<file path="src/rtl/pb_debounce_edge.sv">
// Push-button conditioning: 2-flop sync, 1 kHz sampling, shift-register debounce, press/hold/release pulses.
// Build option: define PB_RELEASE_PULSE_EN to generate PB_released_o; otherwise that port is tied to zero.
module pb_debounce_edge #(
    parameter int unsigned SAMPLE_DIV   = 50000,
    parameter int unsigned DEBOUNCE_LEN = 10,
    parameter int unsigned HOLD_TICKS   = 1000
) (
    input  logic       CLOCK_50_I,
    input  logic       resetn,
    input  logic [3:0] PUSH_BUTTON_N_I,
    output logic       sample_tick_o,
    output logic [3:0] PB_status_o,
    output logic [3:0] PB_pressed_o,
    output logic [3:0] PB_held_o,
    output logic [3:0] PB_released_o
);

    localparam logic [15:0] DIV_LAST = 16'(SAMPLE_DIV - 1);
    localparam logic [15:0] HOLD_MAX = 16'(HOLD_TICKS);
    localparam logic [15:0] HOLD_ARM = 16'(HOLD_TICKS - 1);

    logic [15:0]             div_cnt;
    logic                    tick;
    logic [3:0]              sync_meta;
    logic [3:0]              sync;
    logic [DEBOUNCE_LEN-1:0] sr [4];
    logic [3:0]              sr_any;
    logic [3:0]              status;
    logic [3:0]              status_buf;
    logic [15:0]             hold [4];
    logic                    held_q [4];

    assign tick = (div_cnt == DIV_LAST);

    always_ff @(posedge CLOCK_50_I or negedge resetn) begin
        if (!resetn) begin
            div_cnt <= '0;
        end else if (tick) begin
            div_cnt <= '0;
        end else begin
            div_cnt <= div_cnt + 16'd1;
        end
    end

    // Pads are active-low; invert before the synchronizer so everything downstream is active-high.
    always_ff @(posedge CLOCK_50_I or negedge resetn) begin
        if (!resetn) begin
            sync_meta <= '0;
            sync      <= '0;
        end else begin
            sync_meta <= ~PUSH_BUTTON_N_I;
            sync      <= sync_meta;
        end
    end

    generate
        for (genvar g = 0; g < 4; g++) begin : g_btn
            always_ff @(posedge CLOCK_50_I or negedge resetn) begin
                if (!resetn) begin
                    sr[g] <= '0;
                end else if (tick) begin
                    sr[g] <= {sr[g][DEBOUNCE_LEN-2:0], sync[g]};
                end
            end

            assign sr_any[g] = |sr[g];

            // The held pulse is raised on the same edge that moves hold to HOLD_TICKS, so it
            // appears exactly once per press; saturation blocks any repeat until status drops.
            always_ff @(posedge CLOCK_50_I or negedge resetn) begin
                if (!resetn) begin
                    hold[g]   <= '0;
                    held_q[g] <= 1'b0;
                end else begin
                    held_q[g] <= 1'b0;
                    if (!status[g]) begin
                        hold[g] <= '0;
                    end else if (tick && (hold[g] < HOLD_MAX)) begin
                        hold[g]   <= hold[g] + 16'd1;
                        held_q[g] <= (hold[g] == HOLD_ARM);
                    end
                end
            end

            assign PB_held_o[g] = held_q[g];
        end
    endgenerate

    always_ff @(posedge CLOCK_50_I or negedge resetn) begin
        if (!resetn) begin
            status     <= '0;
            status_buf <= '0;
        end else begin
            status     <= sr_any;
            status_buf <= status;
        end
    end

    assign sample_tick_o = tick;
    assign PB_status_o   = status;
    assign PB_pressed_o  = status & ~status_buf;

`ifdef PB_RELEASE_PULSE_EN
    assign PB_released_o = ~status & status_buf;
`else
    assign PB_released_o = '0;
`endif

endmodule
</file>
<file path="config.mk">
export PLATFORM = sky130hd
export DESIGN_NAME = pb_debounce_edge
export DESIGN_NICKNAME = d
export VERILOG_FILES = /design/src/rtl/pb_debounce_edge.sv
export SDC_FILE = /design/constraint.sdc
export NUM_CORES = 1
export LEC_CHECK = 0
export ABC_AREA = 1
export CAP_MARGIN = 20
export CORE_MARGIN = 2
export CORE_UTILIZATION = 40
export CTS_CLUSTER_DIAMETER = 60
export CTS_CLUSTER_SIZE = 12
export DETAILED_ROUTE_END_ITERATION = 8
export SYNTH_ARGS = -nofsm -noshare
export SYNTH_HDL_FRONTEND = slang
export SYNTH_SLANG_ARGS = --single-unit
</file>
<file path="constraint.sdc">
create_clock -name CLOCK_50_I -period 1.8 [get_ports CLOCK_50_I]
set_clock_uncertainty 0.15 [all_clocks]
set_input_delay 0.36 -clock CLOCK_50_I [delete_from_list [all_inputs] [get_ports CLOCK_50_I]]
set_output_delay 0.36 -clock CLOCK_50_I [all_outputs]
set_load 0.01 [all_outputs]
</file>
==> results of run 1 <==
[power by group through the flow]
stage / clock network, W / registers (W) / logic [W]
CTS: 0.00325 / 0.00316 / 0.0000991
global route: 0.00338 / 0.00316 / 0.000111
floorplan: 0 / 0.00322 / 0.0000115
finish: 0.00315 / 0.00316 / 0.0000928
global placement: 0 / 0.00322 / 0.0000974
detailed placement: 0 / 0.00322 / 0.0000971
[through the flow]
step | setup TNS (ns) | worst slack (ns) | utilization (%)
after floorplan | 0 | 0.0460 | -
after global placement | -4.09 | -0.186 | 45.9
after detailed placement | -6.91 | -0.202 | 45.9
after CTS | -5.45 | -0.201 | 49.4
after global routing | -11.23 | -0.240 | 51.3
final | -3.50 | -0.158 | 51.3
[routing by layer]
| layer | up-vias | wire length (um) | GRT usage (%) |
|---|---|---|---|
| met1 | 2406 | 6310 | 20.7 |
| met3 | 10 | 403 | 4.02 |
| li1 | 2713 | - | - |
| met2 | 66 | 6050 | 23.8 |
| met4 | 0 | 140 | 5.56 |
| met5 | - | 0 | 0 |
[synth_stat cells (9+ instances only)]
master	instances	area [um^2]
inv_1	117	439
o21ai_0	24	120
nand3_1	107	536
clkbuf_1	9	33.8
buf_2	10	50.1
dfrtp_1	140	3500
nand2_1	237	890
xor2_1	14	123
nor3_1	12	60.1
nor2_1	81	304
[sequential cells by signal, summed over array words and instances, names as in the netlist]
| signal | flops |
|---|---|
| PB_held_o | 4 |
| PB_status_o | 4 |
| div_cnt | 16 |
| hold | 64 |
| sr | 40 |
| status_buf | 4 |
| sync | 4 |
| sync_meta | 4 |
[cell families (layout without fill, tap and decap cells)]
| group | Yosys count | after routing | synth area share, % |
|---|---|---|---|
| compound gates | 31 | 31 | 2.39 |
| fa+ha+maj | 5 | 5 | 0.948 |
| xor+xnor | 16 | 16 | 2.12 |
| other cells | 1 | 4 | 0.0568 |
| flops | 140 | 140 | 53.1 |
| buf+inv | 157 | 244 | 9.80 |
| simple gates | 477 | 479 | 31.6 |
[worst max-delay path, stage by stage, from the launching register on]
cell and delay (ns):
dfrtp_1 0.36, ha_2 0.20, nand2_2 0.07, nor2_4 0.13, nand2_4 0.07, nor2_8 0.10, buf_6 0.11
[what timing repair did]
item                                   CTS  global route
endpoints found under the hold margin   74             0
pin swaps                                0            11
setup endpoints to repair               78            93
buffers inserted                         2             9
resized for setup                       15            51
hold buffers                             1             0
gates cloned                             0             4
[worst max-delay path by stage]
stage / start / end / slack, ns / cells past startpoint
final: div_cnt[1] / sample_tick_o / -0.16 / 6
after global routing: div_cnt[0] / hold[8] / -0.24 / 11
after CTS: div_cnt[0] / sample_tick_o / -0.20 / 6
after detailed placement: div_cnt[13] / hold[36] / -0.20 / 10
after global placement: div_cnt[13] / sample_tick_o / -0.19 / 6
after floorplan: div_cnt[0] / sample_tick_o / 0.05 / 6
[area by class of cell]
type | instances | area (um^2)
tap | 216 | 270
sequential | 140 | 3500
clock buffer | 20 | 447
fill | 1534 | 7790
clock inverter | 12 | 93.8
multi-input combinational | 535 | 2570
timing repair buffer | 87 | 851
inverter | 125 | 474
[placed cells by master, fill, tap and decap left out, types with 3 or more instances in the layout]
master,Yosys,final
dfrtp_1,140,140
nand3_2,0,3
buf_6,3,10
nand2_2,4,3
o21ai_1,1,4
nor3_1,12,11
clkbuf_16,0,19
nor4_1,8,8
nor2_4,3,7
nand3_1,107,104
buf_4,6,50
nand2_1,237,234
nor3_2,3,4
nand2_4,0,3
buf_12,0,6
nor2_1,81,78
clkinvlp_4,0,6
clkinv_4,0,4
dlygate4sd2_1,0,10
conb_1,1,4
xor2_1,14,14
o21ai_0,24,20
inv_2,8,8
nand3b_1,6,6
ha_1,5,4
nand4_1,8,8
inv_1,117,115
a21oi_1,5,4
clkdlybuf4s50_1,0,4
==> impl_metrics.yaml, run 1 <==
routing:
  ant_nets: 0
  drt_iter0_drc: 240
  vias: 5195
  remaining_drc_errors: 0
  via_per_inst: 4.58
  first_pass_iters: 4
  wl_mm: 12.9
  post_drt_wl_per_cell_um: 11.4
finish:
  final_area_um2: 8210
  drive_above_1_share_pct: 15.0
  syn2layout_area_growth_pct: 24.3
  antenna_cells: 0
  nNetsFinal: 917
  stdcell_count: 1135
worst_setup_path:
  path_max_fanout: 3
  worst_setup_path_end_kind: "primary output"
  regToRegEndpoint: "hold[6]"
  reg2reg_from: "div_cnt[1]"
  reg2reg_depth: 11
  worstPathArrival_ns: 1.45
  start_kind: "flop"
  required_ns: 1.29
  worstSetupPathType: "flop to primary output"
  r2r_slack_ns: -0.12
yosys:
  syn_area_um2: 6600
  synth_cell_types: 33
  yosys_warnings: 0
  ys_ff_latch: 140
  ys_seq_area_share_pct: 53.1
  syn-instance-count: 827
  synth_edf_count: 0
  ys.flop_type: "dfrtp_1"
  syn_avg_cell_area_um2: 7.98
  async_flop_share_pct: 100
cts:
  h-tree-depth: 4
  cts-root-buf: "clkbuf_16"
  numCtsBuffers: 17
  cts_buffer_depth: 2
  cts_tree: "done"
  clk_latency_ns: 0.42
  clk_pin_slew_ns: 0.06
  clock-sinks: 140
hold_path:
  min_from: "sync_meta[3]"
  min_to: "sync[3]"
  worst_hold_path_type: "flop to flop"
  min_path_cells: 0
placement:
  place.gp.congestion: 0.829
  hpwlAfterDp_mm: 8.40
  port_buffers: 18
  placed_area_um2: 7350
  placedCellCount: 1087
pwr:
  power.leakage_nw: 4.55
  power_w: 0.00640
  ir_worst_vdd_uv: 842
  p_per_area_nw_per_um2: 779
  p_sw_share_pct: 22.1
  p_int_w: 0.00498
  pwr-share-clk_pct: 49.2
  combPwrFrac_pct: 1.5
  p_seq_share_pct: 49.4
  power.switching_w: 0.00141
timing:
  hold_ws_ns: 0.197
  period_needed_ns: 1.96
  setup_viol: 55
  drv_slew: 0
  fmax_mhz: 511
  finalHoldViolations: 0
  finalCritPeriodShare_pct: 109
  rsz0062_at_grt: "yes"
  timing.final.ws_setup_ns: -0.158
floorplanning:
  die_height_um: 132
  fp.dieW_um: 132
  die_area_um2: 17500
  num_rows: 46
  io_pins: 23
  start_util_pct: 41.3
  core-area_um2: 16000
global_routing:
  grt_pass1_wl_mm: 22.1
  grt_start_max_net_pins: 38
  antenna_found_initial: 0
  track_usage_pct: 15.3
  gr-total-overflow: 0
  grt_pass1_vias: 4866
status:
  status: "complete, but fails checks"
  violations: "setup timing"
job:
  cap_violations: 0
Power figures use the tool's default switching activity.
==> inputs of run 2 (changes only) <==
- CORE_ASPECT_RATIO: default -> 0.9
- GPL_TIMING_DRIVEN: default -> 0
- clock period: 1.8 -> 1.7 ns (I/O delays scaled with it)
==> run 2 against run 1 <==
Net effect: the run still ends with setup timing left; count of clock-buffer cells in the layout grew 2; flip-flop and latch count unchanged; design area rose by 3.1%; worst hold slack better by 0.0016 ns; setup slack got worse by 0.21 ns; via count up 1.6%; sequential share of layout area fell by 1.3 points; clock power grew 16%; combinational power increased by 2.6%; critical endpoint unchanged.
==> impl_metrics.yaml, run 2 (synthesis results as in run 1) <==
global_routing:
  grt_pass1_wl_mm: 23.9
  gr-total-overflow: 0
  track_usage_pct: 16.8
  grtUsageMet3_pct: 3.65
  grt_start_max_net_pins: 89
  busiest_layer: "met1"
  met2_usage_pct: 24.7
  grt_pass1_vias: 4920
  met1_usage_pct: 24.7
  antenna_found_initial: 0
routing:
  first_pass_iters: 5
  ant_nets: 0
  post_drt_wl_per_cell_um: 12.6
  via_per_inst: 4.69
  remaining_drc_errors: 0
  vias: 5276
  drt_iter0_drc: 344
  wl_mm: 14.1
status:
  status: "complete, but fails checks"
  violations: "setup timing"
cts:
  cts-root-buf: "clkbuf_16"
  cts_tree: "done"
  h-tree-depth: 4
  numCtsBuffers: 17
  cts_buffer_depth: 2
  clock-sinks: 140
  clk_pin_slew_ns: 0.06
  clk_latency_ns: 0.42
pwr:
  ir_worst_vdd_uv: 882
  p_seq_share_pct: 47.3
  p_per_area_nw_per_um2: 836
  p_sw_share_pct: 20.9
  combPwrFrac_pct: 1.3
  p_int_w: 0.00560
  pwr-share-clk_pct: 51.4
  power.switching_w: 0.00148
  power.leakage_nw: 4.63
floorplanning:
  core-area_um2: 16100
  num_rows: 44
  start_util_pct: 40.9
  die_area_um2: 17600
  die_height_um: 126
  fp.dieW_um: 139
  io_pins: 23
worst_setup_path:
  regToRegEndpoint: "div_cnt[9]"
  reg2reg_from: "div_cnt[0]"
  reg2reg_depth: 11
  start_kind: "flop"
  worstPathArrival_ns: 1.58
  required_ns: 1.21
  worstSetupPathType: "flop to primary output"
  r2r_slack_ns: -0.28
  worst_setup_path_end_kind: "primary output"
  path_max_fanout: 8
job:
  cap_violations: 0
timing:
  period_needed_ns: 2.07
  timing.final.ws_setup_ns: -0.367
  drv_slew: 0
  fmax_mhz: 484
  setup_viol: 90
  finalCritPeriodShare_pct: 122
  rsz0062_at_grt: "yes"
  finalHoldViolations: 0
finish:
  drive_above_1_share_pct: 17.3
  nNetsFinal: 917
  layout_commonest_cell: "nand2_1"
  syn2layout_area_growth_pct: 28.2
  fillCellCount: 1488
  post-route-util_pct: 52.5
  final_area_um2: 8460
  largest_reg_flops: 64
  reg.largest.list: "hold x64, sr x40, div_cnt x16"
  regMostFlops: "hold"
  layout_common_cells: "214 x nand2_1, 139 x dfrtp_1, 112 x inv_1"
  antenna_cells: 0
placement:
  place_ws_ns: -0.775
  placed_area_um2: 7080
  place.gp.congestion: 0.840
  port_buffers: 18
  hpwlAfterDp_mm: 8.35
hold_path:
  min_to: "sync[3]"
  min_from: "sync_meta[3]"
  worst_hold_path_type: "flop to flop"
  min_path_cells: 0
## run 2: changes by cell type in the layout (fill, tap and decap cells not counted), sizes merged
cell          previous run  this run
dlymetal6s2s             2         0
clkbuf                  22        30
clkinv                   5         3
bufinv                   0         2
bufbuf                   0         2
dlygate4sd2             10         7
clkinvlp                 6         3
nand2                  241       242
buf                     68        64
## run 2: layer usage
layer | share of wire [%] | wire length (um)
met3 | 2.7 | 375
met2 | 44 | 6260
met5 | 0 | 0
met4 | 1.6 | 226
met1 | 51 | 7280
## run 2: cell type report
cell class                      count  area (um^2)  area share [%]
Buffer                             31          285            3.37
Clock buffer                       22          464            5.48
Clock inverter                      9          114            1.35
Inverter                          125          487            5.75
Multi-Input combinational cell    536         2690            31.8
Sequential cell                   140         3500            41.4
Tap cell                          207          259            3.06
Timing Repair Buffer               55          657            7.76
## run 2: worst max path at each step
stage          startpoint       endpoint  cells after the start
2_1_floorplan  div_cnt[0]  sample_tick_o                      6
3_3_place_gp       resetn       hold[25]                      1
3_5_place_dp   div_cnt[0]  sample_tick_o                      7
4_1_cts        div_cnt[1]  sample_tick_o                      7
5_1_grt        div_cnt[6]  sample_tick_o                      7
6_report       div_cnt[6]  sample_tick_o                      7
## run 2: per-stage QoR
| step | TNS [ns] | cells | hold slack [ns] | total power [W] |
|---|---|---|---|---|
| 5_1_grt | -28.41 | 1125 | 0.213 | 0.00732 |
| 2_1_floorplan | 0 | 830 | -0.106 | 0.00342 |
| 4_1_cts | -22.79 | 1118 | 0.201 | 0.00716 |
| 3_5_place_dp | -18.44 | 1056 | 0.177 | 0.00351 |
| 6_report | -18.92 | 1125 | 0.199 | 0.00708 |
| 3_3_place_gp | -799.30 | 1055 | 0.181 | 0.00350 |
## run 2: what timing repair did
item / CTS / global route
pin swaps: 12 / 8
hold buffers: 1 / 0
setup endpoints to repair: 106 / 95
setup buffers: 18 / 8
cloned: 12 / 2
endpoints found under the hold margin: 52 / 0
gates resized for setup: 142 / 30
## run 2: power by group through the flow
stage	Sequential [W]	Combinational [W]	Clock, W
2_1_floorplan	0.00341	0.0000122	0
3_3_place_gp	0.00341	0.0000915	0
3_5_place_dp	0.00341	0.0000999	0
4_1_cts	0.00335	0.000102	0.00371
5_1_grt	0.00334	0.000114	0.00386
6_report	0.00335	0.0000952	0.00364
## run 2: critical path: stages (launching register included)
cell and delay (ns):
dfrtp_1 0.32, buf_2 0.19, nand2_1 0.08, nor2_1 0.15, nand2_2 0.11, nor2_8 0.11
buf_6 0.11, buf_6 0.09
==> inputs of run 3 (changes only) <==
- PLACE_DENSITY: default -> 0.66
==> run 3 against run 2 <==
Net effect: first-iteration DRC count rose by 59%; the run still ends with setup timing left; flip-flop and latch count did not move; sequential power barely moved; largest power group unchanged; routed wire length fell by 1.0%; setup slack improved by 0.0095 ns; non-clock buffer count rose by 1; largest cell class unchanged; fmax rose by 0.46%; cell count barely moved; global-route usage fell by 0.80 points; total power fell by 2.6%; die area did not move; worst hold slack got worse by 0.00079 ns.
==> impl_metrics.yaml, run 3 (synthesis results as in run 1) <==
routing:
  vias: 5379
  wl_mm: 14.0
  ant_nets: 0
  first_pass_iters: 6
  via_per_inst: 4.79
  post_drt_wl_per_cell_um: 12.5
  drt_iter0_drc: 548
  remaining_drc_errors: 0
placement:
  place.gp.congestion: 0.805
  place_ws_ns: -0.784
  port_buffers: 18
  placedCellCount: 1056
  hpwlAfterDp_mm: 8.17
finish:
  nNetsFinal: 917
  syn2layout_area_growth_pct: 27.5
  regMostFlops: "hold"
  drive_above_1_share_pct: 17.6
  layout_common_cells: "228 x nand2_1, 139 x dfrtp_1, 112 x inv_1"
  stdcell_count: 1124
  reg.largest.list: "hold x64, sr x40, div_cnt x16"
  antenna_cells: 0
  fillCellCount: 1479
  largest_reg_flops: 64
  layout_commonest_cell: "nand2_1"
  post-route-util_pct: 52.2
timing:
  finalCritPeriodShare_pct: 121
  slew_headroom_pct: 63.7
  worstMarginPinSlew_ns: 0.542
  rsz0062_at_grt: "yes"
  setup_viol: 90
  fmax_mhz: 486
  fin_setup_tns_ns: -20.79
  timing.final.ws_setup_ns: -0.357
  finalHoldViolations: 0
  drv_slew: 0
  hold_ws_ns: 0.198
  period_needed_ns: 2.06
worst_setup_path:
  required_ns: 1.21
  crit_top_cell: "buf_6"
  slowest_delay_ns: 0.32
  r2r_slack_ns: -0.32
  path_cells: "buf_2, nand2_1, nor2_1, nand2_2, nor2_8, buf_6, buf_6"
  cp_top_family: "simple AND/OR/NAND/NOR gates"
  worstSetupPathType: "flop to primary output"
  regToRegEndpoint: "hold[0]"
  worstPathArrival_ns: 1.57
  reg2reg_depth: 12
  path_max_fanout: 8
  start_kind: "flop"
  slowest_stage: "dfrtp_1"
  crit_buf_inv: 3
  reg2reg_from: "div_cnt[0]"
  worst_setup_path_end_kind: "primary output"
floorplanning:
  num_rows: 44
  die_height_um: 126
  io_pins: 23
  start_util_pct: 40.9
  fp.dieW_um: 139
  die_area_um2: 17600
  core-area_um2: 16100
global_routing:
  grt_start_max_net_pins: 97
  grt_pass1_vias: 4889
  gr-total-overflow: 0
  grt_pass1_wl_mm: 23.1
  antenna_found_initial: 0
  track_usage_pct: 16.0
cts:
  cts_tree: "done"
  clk_pin_slew_ns: 0.06
  cts-root-buf: "clkbuf_16"
  cts_buffer_depth: 2
  clock-sinks: 140
  h-tree-depth: 4
  numCtsBuffers: 17
  clk_latency_ns: 0.42
job:
  cap_violations: 0
status:
  status: "complete, but fails checks"
  violations: "setup timing"
hold_path:
  min_from: "sync_meta[2]"
  min_to: "sync[2]"
  worst_hold_path_type: "flop to flop"
  min_path_cells: 0
pwr:
  p_per_area_nw_per_um2: 820
  power.leakage_nw: 4.60
  ir_worst_vdd_uv: 715
run 3: worst reg2reg max path: cells and delay by family, from the launching register on:
| family | cells | cell delay, ns |
|---|---|---|
| and+or+nand+nor | 7 | 0.80 |
| buffers and inverters | 4 | 0.45 |
| DFF | 1 | 0.35 |
| adders and majority gates | 1 | 0.19 |
run 3: report_power, final:
part	total [W]	switching (W)	leakage, nW	internal (W)
Combinational	0.0000951	0.0000703	2.40	0.0000247
Clock	0.00346	0.00139	0.274	0.00206
Sequential	0.00335	0.00000273	1.92	0.00334
Total	0.00690	0.00147	4.60	0.00543
run 3: worst max-delay path by stage:
stage / start / to / slack (ns) / cells after the start
floorplan: div_cnt[0] / sample_tick_o / 0.003 / 6
global placement: resetn / hold[48] / -5.60 / 1
detailed placement: div_cnt[0] / sample_tick_o / -0.78 / 7
CTS: div_cnt[1] / sample_tick_o / -0.37 / 7
global route: div_cnt[1] / hold[8] / -0.44 / 12
finish: div_cnt[6] / sample_tick_o / -0.36 / 7
run 3: cell type report:
class / instances / area (um^2) / share of cell area, %
inverters: 125 / 492 / 5.84
plain buffers: 30 / 262 / 3.11
well taps: 207 / 259 / 3.08
flip-flops and latches: 140 / 3500 / 41.6
multi-input cells: 535 / 2700 / 32.1
clock buffers: 19 / 453 / 5.38
repair buffers: 57 / 648 / 7.70
clock inverters: 11 / 97.6 / 1.16
run 3: stage by stage:
step                      area (um^2)  total power, W
after global routing             8420         0.00714
after CTS                        7920         0.00698
after global placement           7060         0.00350
after detailed placement         7080         0.00351
after floorplan                  6620         0.00342
final                            8420         0.00690
run 3: per-layer routing:
layer	GRT usage [%]	part of all wire, %	vias up	wire (um)
met1	23.2	49	2541	6860
met4	4.04	0.94	0	132
met5	0	0	-	0
met3	4.45	4.2	12	590
met2	24.0	46	100	6420
li1	-	-	2726	-
run 3: repair_timing:
item                       CTS  global route
gates resized for setup     69           104
hold endpoints to repair    44             0
hold buffers                 1             0
setup endpoints to repair  106            98
setup buffers               15            14
pin swaps                    6            15
gates cloned                 3             7
